--- config.mk ---
export PLATFORM = sky130hd
export DESIGN_NAME = seq_detector_param_flat
export DESIGN_NICKNAME = d
export VERILOG_FILES = /design/src/rtl/seq_detector_param_if.sv /design/src/rtl/seq_detector_param.sv /design/src/flat_wrapper.sv
export SDC_FILE = /design/constraint.sdc
export NUM_CORES = 1
export LEC_CHECK = 0
export CORE_MARGIN = 2
export CORE_UTILIZATION = 28
export DETAILED_ROUTE_END_ITERATION = 8
export PLACE_DENSITY = 0.52
export SLEW_MARGIN = 20
export SYNTH_ARGS = -nofsm -noshare
export SYNTH_HDL_FRONTEND = slang
export SYNTH_SLANG_ARGS = --single-unit
export TNS_END_PERCENT = 30
--- constraint.sdc ---
create_clock -name clk -period 1.85 [get_ports clk]
set_clock_uncertainty 0.05 [all_clocks]
set_input_delay 0.2775 -clock clk [delete_from_list [all_inputs] [get_ports clk]]
set_output_delay 0.2775 -clock clk [all_outputs]
set_load 0.01 [all_outputs]
--- src/rtl/seq_detector_param_if.sv ---
// Bus bundle for seq_detector_param: symbol stream, pattern and match status.
// The master drives symbols and the pattern; the slave (detector) returns the status.
interface seq_detector_param_if #(
  parameter int W     = 1,
  parameter int N     = 3,
  parameter int CNT_W = 4
);
  logic                      clear;
  logic                      in_valid;
  logic [W-1:0]              sym;
  logic [N*W-1:0]            pattern;
  logic                      q;
  logic [CNT_W-1:0]          match_cnt;
  logic [$clog2(N+1)-1:0]    state_var;

  modport master (
    output clear, in_valid, sym, pattern,
    input  q, match_cnt, state_var
  );

  modport slave (
    input  clear, in_valid, sym, pattern,
    output q, match_cnt, state_var
  );
endinterface

--- src/rtl/seq_detector_param.sv ---
// Parametrised Moore sequence detector: N-symbol history compared against a runtime
// pattern. It produces a registered match pulse, a saturating match count and the fill level.
module seq_detector_param #(
  parameter int W       = 1,
  parameter int N       = 3,
  parameter int OVERLAP = 1,
  parameter int CNT_W   = 4
) (
  input  logic                clk,
  input  logic                reset,
  seq_detector_param_if.slave bus
);

  localparam int FW = $clog2(N+1);

  // Only the endpoints of the fill counter are named; intermediate levels are plain counts.
  typedef enum logic [FW-1:0] {
    FILL_0 = '0,
    FILL_N = FW'(N)
  } fill_e;

  fill_e              fill;
  fill_e              fill_next;
  logic [N*W-1:0]     hist;
  logic [N*W-1:0]     hist_next;
  logic               hit;
  logic               q_r;
  logic [CNT_W-1:0]   cnt_r;

  // hist[W*0 +: W] holds the oldest symbol, so the shifted history lines up with pattern.
  always_comb begin
    hist_next = {bus.sym, hist[N*W-1:W]};
    fill_next = (fill == FILL_N) ? FILL_N : fill_e'(fill + 1'b1);
    hit       = (fill_next == FILL_N) && (hist_next == bus.pattern);
  end

  always_ff @(posedge clk) begin
    if (reset || bus.clear) begin
      hist  <= '0;
      fill  <= FILL_0;
      q_r   <= 1'b0;
      cnt_r <= '0;
    end else if (fill > FILL_N) begin
      fill <= FILL_0;
      q_r  <= 1'b0;
    end else if (bus.in_valid) begin
      hist <= hist_next;
      q_r  <= hit;
      if (hit && (cnt_r != '1)) begin
        cnt_r <= cnt_r + 1'b1;
      end
      if (hit && (OVERLAP == 0)) begin
        fill <= FILL_0;
      end else begin
        fill <= fill_next;
      end
    end else begin
      q_r <= 1'b0;
    end
  end

  assign bus.q         = q_r;
  assign bus.match_cnt = cnt_r;
  assign bus.state_var = fill;

endmodule

--- src/flat_wrapper.sv ---
// flat-port wrapper written by rule: the top's interface ports become plain ports
module seq_detector_param_flat 
#(
  parameter int W       = 1,
  parameter int N       = 3,
  parameter int OVERLAP = 1,
  parameter int CNT_W   = 4
)
  (clk, reset, bus_clear, bus_in_valid, bus_sym, bus_pattern, bus_q, bus_match_cnt, bus_state_var);
  seq_detector_param_if #(.W(W), .N(N), .CNT_W(CNT_W)) bus_i ();
  input  logic clk;
  input  logic reset;
  input wire logic [$bits(bus_i.clear)-1:0] bus_clear;
  input wire logic [$bits(bus_i.in_valid)-1:0] bus_in_valid;
  input wire logic [$bits(bus_i.sym)-1:0] bus_sym;
  input wire logic [$bits(bus_i.pattern)-1:0] bus_pattern;
  output wire logic [$bits(bus_i.q)-1:0] bus_q;
  output wire logic [$bits(bus_i.match_cnt)-1:0] bus_match_cnt;
  output wire logic [$bits(bus_i.state_var)-1:0] bus_state_var;
  assign bus_i.clear = bus_clear;
  assign bus_i.in_valid = bus_in_valid;
  assign bus_i.sym = bus_sym;
  assign bus_i.pattern = bus_pattern;
  assign bus_q = bus_i.q;
  assign bus_match_cnt = bus_i.match_cnt;
  assign bus_state_var = bus_i.state_var;
  seq_detector_param #(.W(W), .N(N), .OVERLAP(OVERLAP), .CNT_W(CNT_W)) u_core (.clk(clk), .reset(reset), .bus(bus_i));
endmodule
==> out/metrics.cfg, run 1 <==
[placement]
globalplace.congestion=0.6819
pre_cts_ws_ps=-186.9
place_hpwl_um=625.5
portBuffers=14

[clocking]
cts-resized-gates=0
cts_tree=yes
cts_root_buffer=clkbuf_4
clockBufferDepth=2
cts.sinks=9
clock_latency_ps=250
cts_buffers=3
clk_pin_slew_ps=60
cts-hold-fix-buffers=0
cts_max_level=1
cts_setup_buffers=0

[synthesis]
yosysWarningCount=0
yosysTopAreaCell=dfxtp_1
synth_area_per_cell_um2=9.100
synth_edf_count=0
synth_fp_nets=53
synth_flop_cell=dfxtp_1
post-synth-top-area-fraction_pct=45.00
synth.area.top_cells=dfxtp_1, xor2_1, a21oi_1
seq_area_frac_synth_pct=45.00
ys_async_sr_fraction_pct=0
syn-cell-area_um2=400.4
ys_seq_elements=9
synth-compound-area-share_pct=14.38
synthAdderAreaFrac_pct=3.125
yosys-mux-area-fraction_pct=5.000
synth_top_family_by_area=simple AND/OR/NAND/NOR gates
yosys.area_share.simple_pct=22.81
syn_inst=44
synthXorXnorAreaFrac_pct=6.562
synth_cell_types=23

[timing]
slew_headroom_pct=84.38
setup_viol=0
period_needed_ps=1783
fin_crit_sh_pct=96.38
final.setup.tns_ps=0
layout_setup_ws_ps=66.96
max_freq_ghz=0.5608
rsz0062_at_grt=yes
worstMarginPinSlew_ps=232.2
drv_slew=0
hold_slack_ps=454.9
finalHoldViolations=0

[layout]
syn_to_final_growth_pct=50.62
fillers=140
seqCellArea_um2=180.2
n_antenna_cell=0
layout-drive-gt1-share_pct=14.29
final_nets=73
multi_input_area_um2=211.5

[floorplan]
ioPinCount=15
core_area_um2=1318
dieArea_um2=1748
die_x_um=41.82
row_count=13
initial_core_util_pct=30.39
die_height_um=41.82

[worst_setup_path]
critical-path-max-stage-delay_ps=530
path_class=in -> reg
endpoint=u_core.bus.match_cnt[0]
rr_startpoint=u_core.hist[2]
critical-path-slowest-cell=or4_4
endpoint_kind=flop
reg2reg_depth=4
reg2reg_slack_ps=230
worstSetupStartpointType=primary input
startpoint=bus_sym
worstPathCellList=clkdlybuf4s50_1 -> xor2_1 -> or4_4 -> or3_1 -> a21oi_2
cp.required_ps=1990
critical_path_peak_fanout=2
r2r-end=u_core.bus.match_cnt[0]
arrival_ps=1930

[global_route]
grt_pass1_wl_mm=1.352
antenna_found_initial=0
grt_usage_pct=10.13
grt_max_degree=9
grt-ovfl-total=0
grt_pass1_vias=329

[pwr]
power.leakage_nw=0.2258
power.density_nw_per_um2=633.2
peakVddDrop_uv=412.6
finalPower_uw=381.9

[route]
route.vias.total=375
drc=0
drt_iter0_drc=2
routed_wl_um=810
wl_per_cell_um=10.38
ant_nets=0
vias_per_cell=4.808
drtPass1Iterations=4

[run]
cap_violations=0

[outcome]
status=finished, final reports clean

[min_path]
hp-class=reg -> reg

state kept, by name, summed over array words and instances, names as in the netlist:
signal                count
u_core.bus.match_cnt      4
u_core.bus.q              1
u_core.bus.state_var      2
u_core.hist               2
layer usage:
layer / vias up / wire length [um] / track usage [%]
li1: 196 / - / -
met1: 172 / 407 / 12.60
met2: 5 / 361 / 14.69
met3: 2 / 32 / 6.522
met4: 0 / 9 / 1.935
met5: - / 0 / 0
synthesized netlist by cell type (all sizes together), types with 2 or more instances:
cell / instances
mux2i: 2
clkbuf: 2
dfxtp: 9
xor2: 3
nor2: 5
o21ai: 3
a21oi: 4
nor3: 2
critical path: cells and delay by family:
kind / cells / cell delay [ps]
and+or+nand+nor: 2 / 900
buffers and inverters: 1 / 430
xor gates and xnor gates: 1 / 190
AOI/OAI and AO/OA: 1 / 130
final cells by class:
type	count	share of cell area, %
Inverter	1	0.6224
Clock buffer	4	4.357
Sequential cell	9	29.88
Multi-Input combinational cell	32	35.06
Timing Repair Buffer	17	26.97
Tap cell	15	3.112
cells in the final DEF, fill, tap and decap left out, types with 2 or more instances in the layout:
cell type and n:
nor3_1 2, a21oi_1 3, o21ai_0 3, dfxtp_1 9
nor2_1 5, clkbuf_4 3, xor2_1 3, mux2i_1 2
buf_4 3, clkdlybuf4s50_1 14
logic make-up after synthesis:
family / Yosys count
AO/OA/AOI/OAI: 10
XOR/XNOR: 3
adder cells (fa/ha/maj): 1
buffers and inverters: 3
flip-flops: 9
multiplexers: 2
AND/OR/NAND/NOR: 16
where the power goes:
part | internal (mW) | total, mW | leakage, nW | switching (mW)
logic | 0.0227 | 0.0367 | 0.138 | 0.0140
clock network | 0.0828 | 0.147 | 0.0150 | 0.0640
registers | 0.196 | 0.198 | 0.0728 | 0.00219
worst min-delay path by stage:
stage	start	to	cells after the start
6_report	u_core.bus.state_var[1]	u_core.bus.state_var[0]	2
5_1_grt	u_core.bus.state_var[0]	u_core.bus.state_var[0]	1
4_1_cts	u_core.bus.state_var[1]	u_core.bus.state_var[0]	2
3_5_place_dp	u_core.bus.state_var[1]	u_core.bus.state_var[0]	2
3_3_place_gp	u_core.bus.state_var[1]	u_core.bus.state_var[0]	2
2_1_floorplan	bus_sym	u_core.hist[2]	2
through the flow:
| step | cell area, um^2 | utilization, % | instances |
|---|---|---|---|
| after floorplan | 400.4 | - | 44 |
| after CTS | 599.3 | 45.49 | 78 |
| final | 603.1 | 45.77 | 78 |
| after global placement | 573.1 | 43.49 | 74 |
| after global routing | 603.1 | 45.77 | 78 |
| after detailed placement | 573.1 | 43.49 | 74 |
(Power assumes the default switching activity.)
==> inputs of run 2 (changes only) <==
Settings changed: CTS_CLUSTER_DIAMETER from default to 150.
==> results of run 2 <==
Final layout, timing and power as in run 1 (identical DEF).
